File: config.mk
export PLATFORM = sky130hd
export DESIGN_NAME = arm_multicycle_ctrl
export DESIGN_NICKNAME = d
export VERILOG_FILES = /design/src/rtl/arm_multicycle_ctrl.sv
export SDC_FILE = /design/constraint.sdc
export NUM_CORES = 1
export LEC_CHECK = 0
export CAP_MARGIN = 10
export CORE_MARGIN = 2
export CORE_UTILIZATION = 30
export CTS_BUF_LIST = sky130_fd_sc_hd__clkbuf_4 sky130_fd_sc_hd__clkbuf_8
export DETAILED_ROUTE_END_ITERATION = 10
export PLACE_DENSITY = 0.81
export SLEW_MARGIN = 0
export SYNTH_ARGS = -nofsm -noshare
export SYNTH_HDL_FRONTEND = slang
export SYNTH_SLANG_ARGS = --single-unit
File: constraint.sdc
create_clock -name CLK -period 1.8 [get_ports CLK]
set_input_delay 0.27 -clock CLK [delete_from_list [all_inputs] [get_ports CLK]]
set_output_delay 0.27 -clock CLK [all_outputs]
set_load 0.02 [all_outputs]
File: src/rtl/arm_multicycle_ctrl.sv
// Multicycle Moore controller for the ARM-subset core: FETCH/DECODE/execute sequencing plus NZCV flags.
// Optional build macro COND_EXEC_EN enables ARM condition-code checking; without it every cond acts as AL.
module arm_multicycle_ctrl (
    input  logic        CLK,
    input  logic        RST,
    input  logic        Stall,
    input  logic [31:0] Instr,
    input  logic [3:0]  ALU_Flags,
    output logic        PCWrite,
    output logic        IRWrite,
    output logic        MemWrite,
    output logic        RegWrite,
    output logic        AdrSrc,
    output logic        ALUSrcA,
    output logic [1:0]  ALUSrcB,
    output logic [1:0]  ResultSrc,
    output logic [1:0]  ALU_Code,
    output logic [1:0]  ImmSrc,
    output logic [1:0]  RegSrc,
    output logic [3:0]  Flags,
    output logic [3:0]  State
);

    localparam logic [3:0] FETCH  = 4'd0;
    localparam logic [3:0] DECODE = 4'd1;
    localparam logic [3:0] MEMADR = 4'd2;
    localparam logic [3:0] MEMRD  = 4'd3;
    localparam logic [3:0] MEMWB  = 4'd4;
    localparam logic [3:0] MEMWR  = 4'd5;
    localparam logic [3:0] EXECR  = 4'd6;
    localparam logic [3:0] EXECI  = 4'd7;
    localparam logic [3:0] ALUWB  = 4'd8;
    localparam logic [3:0] BRANCH = 4'd9;

    logic [3:0] state;
    logic [3:0] next_state;

    logic [1:0] op;
    logic [5:0] funct;
    logic [3:0] cmd;
    logic       rd_is_pc;
    logic [1:0] cmd_alu;
    logic       is_cmp;
    logic       cond_pass;

    logic pc_w;
    logic ir_w;
    logic mem_w;
    logic reg_w;
    logic enable_ok;

    assign op       = Instr[27:26];
    assign funct    = Instr[25:20];
    assign cmd      = funct[4:1];
    assign rd_is_pc = (Instr[15:12] == 4'hF);
    assign is_cmp   = (cmd == 4'b1010);

    always_comb begin
        cmd_alu = 2'b00;
        case (cmd)
            4'b0100: cmd_alu = 2'b00;
            4'b0010: cmd_alu = 2'b01;
            4'b0000: cmd_alu = 2'b10;
            4'b1100: cmd_alu = 2'b11;
            4'b1010: cmd_alu = 2'b01;
            default: cmd_alu = 2'b00;
        endcase
    end

`ifdef COND_EXEC_EN
    logic       unused_instr;
    logic       f_n, f_z, f_c, f_v;
    assign {f_n, f_z, f_c, f_v} = Flags;
    assign unused_instr = ^{Instr[19:16], Instr[11:0]};

    always_comb begin
        cond_pass = 1'b0;
        case (Instr[31:28])
            4'h0: cond_pass = f_z;
            4'h1: cond_pass = !f_z;
            4'h2: cond_pass = f_c;
            4'h3: cond_pass = !f_c;
            4'h4: cond_pass = f_n;
            4'h5: cond_pass = !f_n;
            4'h6: cond_pass = f_v;
            4'h7: cond_pass = !f_v;
            4'h8: cond_pass = f_c && !f_z;
            4'h9: cond_pass = !f_c || f_z;
            4'hA: cond_pass = (f_n == f_v);
            4'hB: cond_pass = (f_n != f_v);
            4'hC: cond_pass = !f_z && (f_n == f_v);
            4'hD: cond_pass = f_z || (f_n != f_v);
            4'hE: cond_pass = 1'b1;
            default: cond_pass = 1'b0;
        endcase
    end
`else
    logic unused_instr;
    assign unused_instr = ^{Instr[31:28], Instr[19:16], Instr[11:0]};
    assign cond_pass    = 1'b1;
`endif

    always_comb begin
        next_state = FETCH;
        case (state)
            FETCH:  next_state = DECODE;
            DECODE: begin
                if (!cond_pass || op == 2'b11)
                    next_state = FETCH;
                else if (op == 2'b01)
                    next_state = MEMADR;
                else if (op == 2'b10)
                    next_state = BRANCH;
                else
                    next_state = funct[5] ? EXECI : EXECR;
            end
            MEMADR: next_state = funct[0] ? MEMRD : MEMWR;
            MEMRD:  next_state = MEMWB;
            EXECR,
            EXECI:  next_state = ALUWB;
            default: next_state = FETCH;
        endcase
    end

    always_ff @(posedge CLK) begin
        if (RST) begin
            state <= FETCH;
            Flags <= '0;
        end else if (!Stall) begin
            state <= next_state;
            if ((state == EXECR || state == EXECI) && (funct[0] || is_cmp))
                Flags <= ALU_Flags;
        end
    end

    always_comb begin
        pc_w      = 1'b0;
        ir_w      = 1'b0;
        mem_w     = 1'b0;
        reg_w     = 1'b0;
        AdrSrc    = 1'b0;
        ALUSrcA   = 1'b0;
        ALUSrcB   = 2'b00;
        ResultSrc = 2'b00;
        ALU_Code  = 2'b00;
        case (state)
            FETCH: begin
                ir_w      = 1'b1;
                pc_w      = 1'b1;
                ALUSrcA   = 1'b1;
                ALUSrcB   = 2'b10;
                ResultSrc = 2'b10;
            end
            DECODE: begin
                ALUSrcA   = 1'b1;
                ALUSrcB   = 2'b10;
                ResultSrc = 2'b10;
            end
            MEMADR: begin
                ALUSrcB  = 2'b01;
                ALU_Code = funct[3] ? 2'b00 : 2'b01;
            end
            MEMRD: AdrSrc = 1'b1;
            MEMWB: begin
                ResultSrc = 2'b01;
                reg_w     = 1'b1;
                pc_w      = rd_is_pc;
            end
            MEMWR: begin
                AdrSrc = 1'b1;
                mem_w  = 1'b1;
            end
            EXECR: ALU_Code = cmd_alu;
            EXECI: begin
                ALUSrcB  = 2'b01;
                ALU_Code = cmd_alu;
            end
            ALUWB: begin
                reg_w = !is_cmp;
                pc_w  = rd_is_pc && !is_cmp;
            end
            BRANCH: begin
                ALUSrcB   = 2'b01;
                ResultSrc = 2'b10;
                pc_w      = 1'b1;
            end
            default: ;
        endcase
        // During reset the selects already present the FETCH datapath setup.
        if (RST) begin
            AdrSrc    = 1'b0;
            ALUSrcA   = 1'b1;
            ALUSrcB   = 2'b10;
            ResultSrc = 2'b10;
            ALU_Code  = 2'b00;
        end
    end

    assign enable_ok = !(RST || Stall);
    assign PCWrite   = pc_w  && enable_ok;
    assign IRWrite   = ir_w  && enable_ok;
    assign MemWrite  = mem_w && enable_ok;
    assign RegWrite  = reg_w && enable_ok;

    assign ImmSrc = op;
    assign RegSrc = {op == 2'b01, op == 2'b10};
    assign State  = state;

endmodule

== Word-level counts from Yosys, hierarchy flattened ==
Index checks and enable logic that the tools add are counted.

* Bitwise logic cells: 1
* Eq/ne operators: 16
* Reduce and logical (&&, ||, !) cells: 21
* Mux-type cells: 22

{| class="wikitable"
|+ Operators by type and width
! cell !! number
|-
| $eq 4x4->1 const B || 5
|-
| $pmux 4 s5 || 1
|-
| $eq 4x3->1 const B || 4
|-
| $eq 4x2->1 const B || 3
|-
| $mux 4 || 3
|-
| $pmux 2 s2 || 3
|-
| $reduce_or 2->1 || 5
|-
| $logic_not 4->1 || 2
|-
| $mux 1 || 8
|-
| $logic_and 1x1->1 || 6
|-
| $mux 2 || 3
|-
| $pmux 2 s3 || 1
|-
| $reduce_or 3->1 || 2
|-
| $eq 2x2->1 const B || 2
|-
| $eq 4x1->1 const B || 1
|-
| $logic_or 1x1->1 || 3
|-
| $mux 3 || 1
|-
| $pmux 1 s3 || 1
|-
| $eq 2x1->1 const B || 1
|-
| $logic_not 1->1 || 2
|-
| $pmux 1 s2 || 1
|-
| $reduce_and 2->1 || 1
|-
| $not 1->1 || 1
|}

* Register bits: 8
* Bits of input ports: 39

== Longest topological paths before layout ==
* Depth in word-level cells: 5
* Mapped depth: 5

== Worst setup path after synthesis ==
OpenSTA, ideal clock, no wires.

* Path type: register to output
* Start point: register state[1], in the netlist State[1]
* End point: output port AdrSrc
* Data arrival time: 1627 ps
* Stages on the path, launching flop included: 4
* Setup slack: -97 ps
* Cells stage by stage: dfxtp_1 -> buf_2 -> xnor2_1 -> nor4b_1

* Word-level cells in the longest chain between the ends: 4

{| class="wikitable"
|+ RTL lines
! item !! RTL line !! text
|-
| start, declared || 35 || <nowiki>logic [3:0] state;</nowiki>
|-
| start signal, assigned || 130 || <nowiki>state <= next_state;</nowiki>
|-
| $eq 4x3->1 or $eq 4x2->1 (tied branches) || 146 || <nowiki>case (state)</nowiki>
|-
| $reduce_or 2->1 (no source line) (*) || - ||
|-
| $mux 1 (*) || 146 ||
|-
| $mux 1 (*) || 190 || <nowiki>if (RST) begin</nowiki>
|-
| end, declared || 13 || <nowiki>output logic AdrSrc,</nowiki>
|}

Mark *: on every way between the ends. The rest lies on a longest branch, timed or not.

== Worst setup path after layout ==
* Start point: register state[2], in the netlist State[2]
* End point: output port PCWrite

* Word-level cells in the longest chain between the ends: 4

{| class="wikitable"
|+ RTL lines
! item !! RTL line !! text
|-
| $eq 4x4->1 or $logic_not 4->1 (tied branches) || 146 ||
|-
| $reduce_or 2->1 (no source line) || - ||
|-
| $pmux 1 s3 (*) || 146 ||
|-
| $logic_and 1x1->1 (*) || 200 || <nowiki>assign PCWrite = pc_w && enable_ok;</nowiki>
|-
| end, declared || 9 || <nowiki>output logic PCWrite,</nowiki>
|}

Marked as above.

==> flow_summary.yaml <==
timing:
  rsz0062_at_grt: "yes"
  fmax_mhz: 548
  clock_skew_ps: 3.68
  fin_hold_ws_ps: 500
  drv_slew: 0
  fin_crit_ps: 1820
  relSlewSlack_pct: 78.6
  fin_crit_sh_pct: 101
  setup_viol: 2
  setup_ws_ps: -23.4
  worst_pin_slew_ps: 319
  hold_violations: 0
global_route:
  antenna_found_initial: 0
  grt_max_degree: 18
  first_global_vias: 867
  overflow: 0
  grtUsageTotal_pct: 18.4
  grt_pass1_wl_um: 3640
routing:
  drt_iter0_markers: 13
  vias: 862
  drtAntennaViolNets: 0
  drc: 0
  wire_per_inst_um: 12.5
  viasPerCell: 4.84
  wl_um: 2220
  drt_pre_antenna_iters: 4
logic_synthesis:
  synth_warnings: 0
  synth_cells: 84
  synth.avg_cell_area_um2: 7.78
  syn-num-nets: 123
  async_flop_share_pct: 0
  synth-edff-count: 0
  ys_ff_latch: 8
  synthFlopType: "dfxtp_1"
  yosysSeqAreaShare_pct: 24.5
  syn_area_um2: 653
  ys_types: 36
critical_path:
  crit_start: "State[2]$_SDFFE_PP0N_"
  critPathTopFamily: "compound AO/OA/AOI/OAI gates"
  required_ps: 1530
  worstSetupPathType: "reg -> out"
  r2r_end: "State[2]$_SDFFE_PP0N_"
  path_depth: 5
  critPathArrivalTime_ps: 1550
  rr_worst_depth: 5
  crit_fanout: 6
  cpMaxStageDelayCell: "dfxtp_4"
  cp-endpoint: "PCWrite"
  r2r_start: "State[3]$_SDFFE_PP0N_"
  regToRegSetupSlack_ps: 420
  slowest_delay_ps: 370
  critPathBufInv: 1
  path_cells: "nor2_4, nand2_1, o32a_1, o41ai_4, buf_4"
  startpoint_type: "flip-flop"
  end_kind: "primary output"
placed_design:
  place.detailed.hpwl_um: 1740
  io_buffer_count: 42
  place.gp.congestion: 0.783
  dp_cells: 174
  placed_cell_area_mm2: 0.00131
layout:
  area_growth_pct: 103
  nFillCells: 185
  fin_util_pct: 66.1
  diodes: 0
  multi_input_area_um2: 474
  nNetsFinal: 192
  stdcell_area_mm2: 0.00132
  layout.cells.non_filler: 178
  final_layout_size_suffix_gt1_share_pct: 35.1
  seq_area_um2: 169
floorplanning:
  fp-row-count: 16
  dieArea_mm2: 0.00257
  coreArea_mm2: 0.00200
  io_pins: 63
  initial_utilization_pct: 32.6
  die_y_um: 50.7
  die_w_um: 50.7
pwr:
  ir_worst_vdd_mv: 0.360
  powerDensity_mw_per_mm2: 400
  p_total_uw: 530
  leakage_nw: 0.584
clock_network:
  path_clk_slew_ps: 60
  cts.path.max_buffers: 2
  clockRootBuffer: "clkbuf_4"
  holdBufCountCts: 0
  cts_max_level: 1
  cts_buffers: 3
  clock-sinks: 8
  tritoncts: "done"
  clk_latency_ps: 260
status:
  outcome: "complete, but fails checks"
  failed_checks: "setup timing"
worst_hold_path:
  hold_class: "reg -> reg"
job:
  drv_cap: 0
[worst register-to-register path, delay by kind of cell (launching register included)]
family / cells / cell delay (ps)
flops: 1 / 360
compound gates: 2 / 370
simple gates: 1 / 310
buf+inv: 2 / 270
[metrics by stage]
stage | TNS (ps) | setup slack [ps]
5_1_grt | -299 | -98.0
3_5_place_dp | -3710 | -756
4_1_cts | -74.2 | -57.9
6_report | -36.1 | -23.4
2_1_floorplan | -10.1 | -10.1
3_3_place_gp | -3650 | -723
[routing by layer]
metal | GRT usage [%] | vias to the layer above | wire (um)
met5 | 0 | - | 0
met4 | 9.01 | 0 | 59
met3 | 2.98 | 8 | 143
met2 | 32.7 | 31 | 1150
met1 | 21.2 | 382 | 866
li1 | - | 441 | -
[layout by cell type, fill, tap and decap left out, types with 3 or more instances in the layout]
cell	n
a22oi_1	3
buf_4	35
clkbuf_4	3
clkdlybuf4s15_1	3
clkdlybuf4s50_1	24
dfxtp_1	5
dlygate4sd2_1	7
mux2i_1	5
nand2_1	6
nand2b_1	3
nor2_1	10
nor2b_1	3
nor3_1	4
nor4_1	3
[sequential cells by signal (all words and copies together) (netlist names)]
register	flops
Flags	4
State	4
[cells in the mapped netlist (3+ instances only)]
| library cell | n | area (um^2) |
|---|---|---|
| nor2_1 | 11 | 41.3 |
| dfxtp_1 | 8 | 160 |
| nand2_1 | 6 | 22.5 |
| mux2i_1 | 5 | 50.1 |
| nor3_1 | 5 | 25.0 |
| a22oi_1 | 3 | 22.5 |
| buf_2 | 3 | 15.0 |
| clkbuf_1 | 3 | 11.3 |
| nand2b_1 | 3 | 18.8 |
| nor2b_1 | 3 | 18.8 |
| nor4_1 | 3 | 18.8 |
[logic make-up after synthesis]
| kind of cell | after synthesis | share of synthesized area, % |
|---|---|---|
| buf+inv | 10 | 7.47 |
| simple gates | 42 | 37.2 |
| xor+xnor | 4 | 5.36 |
| mux | 5 | 7.66 |
| compound gates | 15 | 17.8 |
| flops | 8 | 24.5 |
[where the power goes]
part           switching (mW)  total, mW  internal (mW)
clock network          0.0696      0.146         0.0769
registers             0.00483      0.183          0.178
logic                  0.0883      0.200          0.112
[what timing repair did]
action                                  4_1_cts  5_1_grt
endpoints found under the setup margin       14        8
pin swaps                                     4        4
setup buffers                                 1        0
resized for setup                            50        8
[worst min-delay path by stage]
| stage | cells after the start | end | from | slack, ps |
|---|---|---|---|---|
| 3_5_place_dp | 2 | Flags[3]$_SDFFE_PP0P_ | Flags[3]$_SDFFE_PP0P_ | 490 |
| 4_1_cts | 2 | Flags[3]$_SDFFE_PP0P_ | Flags[3]$_SDFFE_PP0P_ | 500 |
| 5_1_grt | 2 | Flags[3]$_SDFFE_PP0P_ | Flags[3]$_SDFFE_PP0P_ | 540 |
| 3_3_place_gp | 2 | Flags[1]$_SDFFE_PP0P_ | Flags[1]$_SDFFE_PP0P_ | 480 |
| 6_report | 2 | Flags[3]$_SDFFE_PP0P_ | Flags[3]$_SDFFE_PP0P_ | 500 |
| 2_1_floorplan | 2 | Flags[0]$_SDFFE_PP0P_ | ALU_Flags[0] | 410 |
[final cells by class]
| cell class | count | area share (%) |
|---|---|---|
| repair buffers | 73 | 46.9 |
| well taps | 27 | 2.55 |
| multi-input cells | 66 | 35.8 |
| inverters | 1 | 0.284 |
| clock buffers | 3 | 1.70 |
| flip-flops and latches | 8 | 12.8 |
Note: power is estimated with default switching activity, not from simulation.
